<file path="config.mk">
export PLATFORM = sky130hd
export DESIGN_NAME = mcycle_muldiv
export DESIGN_NICKNAME = d
export VERILOG_FILES = /design/src/rtl/mcycle_muldiv.sv
export SDC_FILE = /design/constraint.sdc
export NUM_CORES = 1
export LEC_CHECK = 0
export ABC_AREA = 0
export ABC_CLOCK_PERIOD_IN_PS = 6560
export CORE_AREA = 2 2 170 205
export DETAILED_ROUTE_END_ITERATION = 10
export DIE_AREA = 0 0 172 207
export PLACE_DENSITY = 0.7
export SLEW_MARGIN = 20
export SYNTH_ARGS = -nofsm -noshare
export SYNTH_HDL_FRONTEND = slang
export SYNTH_SLANG_ARGS = --single-unit
</file>
<file path="constraint.sdc">
create_clock -name CLK -period 6.56 [get_ports CLK]
set_input_delay 1.968 -clock CLK [delete_from_list [all_inputs] [get_ports CLK]]
set_output_delay 1.968 -clock CLK [all_outputs]
set_load 0.02 [all_outputs]
</file>
<file path="src/rtl/mcycle_muldiv.sv">
// Multi-cycle integer multiply/divide: shift-add multiplier and restoring divider,
// one partial step per cycle, with sign handling and condition flags.
//
//  state     | meaning
//  IDLE      | waiting for Start
//  COMPUTING | one mul/div step per cycle, WIDTH steps
//  DONE      | results just registered, Done high for this cycle
module mcycle_muldiv #(
   parameter int WIDTH = 32
) (
   input  logic             CLK,
   input  logic             Reset,
   input  logic             Start,
   input  logic [1:0]       MCycleOp,
   input  logic [WIDTH-1:0] Operand1,
   input  logic [WIDTH-1:0] Operand2,
   output logic [WIDTH-1:0] Result1,
   output logic [WIDTH-1:0] Result2,
   output logic [3:0]       Flags,
   output logic             Busy,
   output logic             Done
);
   localparam int CW = (WIDTH > 1) ? $clog2(WIDTH) : 1;
   localparam logic [CW-1:0] LAST = CW'(WIDTH - 1);

   typedef enum logic [1:0] {
      IDLE      = 2'd0,
      COMPUTING = 2'd1,
      DONE      = 2'd2
   } state_t;

   state_t             state_q;
   logic [CW-1:0]      cnt_q;
   logic               is_div_q, qneg_q, rneg_q, done_q;
   logic [WIDTH-1:0]   op1_q, b_q;
   logic [2*WIDTH-1:0] acc_q, acc_d;
   logic [WIDTH-1:0]   r1_q, r2_q, r1_d, r2_d;
   logic [3:0]         flags_q, flags_d;

   logic               sign1, sign2;
   logic [WIDTH-1:0]   mag1, mag2;
   logic [WIDTH:0]     sum, shifted, diff;
   logic [2*WIDTH-1:0] prod;
   logic [WIDTH-1:0]   quo, rem;

   assign sign1 = MCycleOp[0] & Operand1[WIDTH-1];
   assign sign2 = MCycleOp[0] & Operand2[WIDTH-1];
   assign mag1  = sign1 ? -Operand1 : Operand1;
   assign mag2  = sign2 ? -Operand2 : Operand2;

   // acc holds {high product, multiplier} for mul and {remainder, dividend/quotient} for div
   always_comb begin
      sum     = {1'b0, acc_q[2*WIDTH-1:WIDTH]} + (acc_q[0] ? {1'b0, b_q} : {(WIDTH+1){1'b0}});
      shifted = {acc_q[2*WIDTH-1:WIDTH], acc_q[WIDTH-1]};
      diff    = shifted - {1'b0, b_q};
      if (is_div_q) begin
         if (diff[WIDTH]) acc_d = {shifted[WIDTH-1:0], acc_q[WIDTH-2:0], 1'b0};
         else             acc_d = {diff[WIDTH-1:0], acc_q[WIDTH-2:0], 1'b1};
      end else begin
         acc_d = {sum, acc_q[WIDTH-1:1]};
      end
   end

   always_comb begin
      prod = qneg_q ? -acc_d : acc_d;
      quo  = qneg_q ? -acc_d[WIDTH-1:0] : acc_d[WIDTH-1:0];
      rem  = rneg_q ? -acc_d[2*WIDTH-1:WIDTH] : acc_d[2*WIDTH-1:WIDTH];
      r1_d = prod[WIDTH-1:0];
      r2_d = prod[2*WIDTH-1:WIDTH];
      if (is_div_q) begin
         if (b_q == '0) begin
            r1_d = '1;
            r2_d = op1_q;
         end else begin
            r1_d = quo;
            r2_d = rem;
         end
      end
      flags_d = {r1_d[WIDTH-1], (r1_d == '0), 2'b00};
   end

   always_ff @(posedge CLK) begin
      if (Reset) begin
         state_q  <= IDLE;
         cnt_q    <= '0;
         is_div_q <= 1'b0;
         qneg_q   <= 1'b0;
         rneg_q   <= 1'b0;
         op1_q    <= '0;
         b_q      <= '0;
         acc_q    <= '0;
         r1_q     <= '0;
         r2_q     <= '0;
         flags_q  <= '0;
         done_q   <= 1'b0;
      end else begin
         case (state_q)
            IDLE, DONE: begin
               done_q <= 1'b0;
               if (Start) begin
                  op1_q    <= Operand1;
                  b_q      <= mag2;
                  acc_q    <= {{WIDTH{1'b0}}, mag1};
                  is_div_q <= MCycleOp[1];
                  qneg_q   <= sign1 ^ sign2;
                  rneg_q   <= sign1;
                  cnt_q    <= '0;
                  state_q  <= COMPUTING;
               end else begin
                  state_q  <= IDLE;
               end
            end
            COMPUTING: begin
               acc_q <= acc_d;
               cnt_q <= cnt_q + CW'(1);
               if (cnt_q == LAST) begin
                  r1_q    <= r1_d;
                  r2_q    <= r2_d;
                  flags_q <= flags_d;
                  done_q  <= 1'b1;
                  state_q <= DONE;
               end
            end
            default: begin
               done_q  <= 1'b0;
               state_q <= IDLE;
            end
         endcase
      end
   end

   assign Busy    = (state_q == COMPUTING) | Start;
   assign Done    = done_q;
   assign Result1 = r1_q;
   assign Result2 = r2_q;
   assign Flags   = flags_q;
endmodule

</file>
==> metrics.yaml <==
status: "completed"
wl_per_cell_microns: 22.9
dieArea_sq_um: 35600
place_area_sq_um: 18400
cts_made_buffers: 24
cts_tree: "yes"
design_area_sq_um: 19200
port_buffers: 136
critPathLaunchType: "flip-flop"
p_leak_nw: 7.38
layout_commonest_cell: "nand2_1"
crit_path_start: "acc_q[31]"
fin_tns_setup_ps: 0
slowest_stage: "or4b_2"
min_path_type: "reg -> reg"
drive_gt1_share_pct: 6.43
clock_latency_ps: 560
vias: 18000
clk_pin_slew_ps: 60
final_core_util_pct: 57.0
num_rows: 74
clock.fmax_mhz: 174
fin_ws_ps: 810
arrival_ps: 6200
cp_common_cell: "o21ai_0"
ys_types: 93
final_cell_mix: "nand2_1 (294), nor2_1 (219), dfxtp_1 (202)"
fp.dieH_microns: 207
grtUsageTotal_pct: 35.6
drc: 0
cts.sinks: 204
hpwl_microns: 49600
drt-total-wl_microns: 64700
vdd_drop_max_v: 0.000213
cts_resized: 0
endpoint_kind: "flip-flop"
start_util_pct: 49.4
setup_viol: 0
synth_edf_count: 0
via_per_inst: 6.40
yosysSeqAreaShare_pct: 24.5
min-delay-start: "op1_q[28]"
final.period_utilization_pct: 87.6
syn_inst: 2275
drt_iter0_markers: 1704
gp_congestion: 1.00
grt_max_degree: 85
grt_overflow: 0
slew_headroom_pct: 33.7
worst_slew_pin_slew_ps: 992
finalCriticalPeriod_ps: 5750
cp_max_fo: 16
first_pass_iters: 6
cts_htree_levels: 1
async_flop_share_pct: 0
antenna_found_initial: 0
clockBufferDepth: 3
grt_pass1_wl_microns: 99300
ys.flop_type: "dfxtp_1"
syn_avg_cell_area_sq_um: 7.32
io_pins: 139
path_cells: "inv_1 -> ha_1 -> inv_1 -> fa_1 -> a211oi_2 -> o211a_1 -> o221ai_2 -> and3_1 -> o21a_2 -> buf_4 -> nor2_1 -> buf_4 -> mux2i_1 -> o21ai_0 -> or4b_2 -> o21ai_0 -> xor2_1 -> o22ai_1 -> o21ai_0"
area_growth_pct: 15.4
hold_violations: 0
cts-root-buf: "clkbuf_16"
grt_pass1_vias: 17500
dp_slack_ps: 641
synth_top_area_share_pct: 24.5
final_antenna_net_count: 0
coreArea_sq_um: 33700
drv_cap: 0
fin_nets: 2489
grt_setup_unrepaired: "no"
ys_warn_count: 0
drv_slew: 0
syn_area_sq_um: 16700
power_density_nw_per_um2: 198
required_ps: 7010
post_cts_buffers: 0
holdBufCountCts: 0
rr_startpoint: "acc_q[31]"
synth-seq-cells: 204
path_class: "reg -> reg"
yosys-top-cells-area: "dfxtp_1 (25%), nand2_1 (6.6%), a21oi_1 (5.7%)"
critPathTopFamily: "compound AO/OA/AOI/OAI gates"
synth_top_area_cell: "dfxtp_1"
die_w_microns: 172
crit_buf_inv: 4
slowest_delay_ps: 660
fin_worst_skew_ps: 29.7
tightest hold or removal path, delay by kind of cell (launching register included):
| family | cells | cell delay, ps |
|---|---|---|
| AND/OR/NAND/NOR | 1 | 50 |
| flip-flops | 1 | 300 |
| AO/OA/AOI/OAI | 1 | 50 |
per-stage QoR:
| stage | instances | power, mW | hold WS, ps |
|---|---|---|---|
| after floorplan | 2276 | 2.06 | 431 |
| after global placement | 2778 | 2.43 | 440 |
| after detailed placement | 2778 | 2.43 | 444 |
| after CTS | 2819 | 3.79 | 452 |
| after global routing | 2819 | 3.95 | 477 |
| final | 2820 | 3.80 | 450 |
path summary, 6_finish.rpt:
kind                               endpoint  slack [ps]  cells past startpoint
worst max-delay path            Result2[13]         810                     19
worst min-delay path              op1_q[28]         450                      2
worst max register to register  Result2[13]         810                     19
worst min register to register    op1_q[28]         450                      2
flip-flops by register name, summed over array words and instances (netlist names), 2 cells and up:
name,count
cnt_q,5
state_q,2
op1_q,32
acc_q,64
b_q,32
Result1,32
Result2,32
routing by layer:
layer	share of wire, %	GRT usage (%)
met3	6.6	4.11
met2	48	60.0
met4	7.5	23.3
met5	0	0
met1	38	42.4
cell usage after synthesis (35+ instances only):
master	number
nor2_1	220
dfxtp_1	204
nand3_1	35
xnor2_1	83
xor2_1	98
nor3_1	54
a21oi_1	191
and2_1	42
inv_1	67
mux2i_1	45
ha_1	70
a211oi_1	42
o21ai_0	170
clkbuf_1	114
nand2_1	294
final cells by class:
class	count	area, sq um
fill	3317	14500
antenna	1	2.50
multi-input combinational	1861	11800
clock buffer	35	682
inverter	67	251
tap	456	571
clock inverter	6	95.1
timing repair buffer	190	1760
sequential	204	4090
cell families (layout without fill, tap and decap cells):
group                    Yosys count  in the layout  synth area share, %
AO/OA/AOI/OAI                    728            728                 28.7
XOR/XNOR                         181            181                 9.51
adder cells (fa/ha/maj)           72             72                 5.50
buffers and inverters            211            298                 5.01
flip-flops                       204            204                 24.5
multiplexers                      59             59                 3.65
other                              1              3               0.0225
AND/OR/NAND/NOR                  819            819                 23.1
power by group:
group,total [mW],leakage (nW),internal [mW],switching [mW]
Sequential,1.37,1.66,1.29,0.0806
Clock,1.36,0.380,0.798,0.559
Combinational,1.07,5.34,0.382,0.691
Total,3.80,7.38,2.47,1.33
Power figures use the tool's default switching activity.
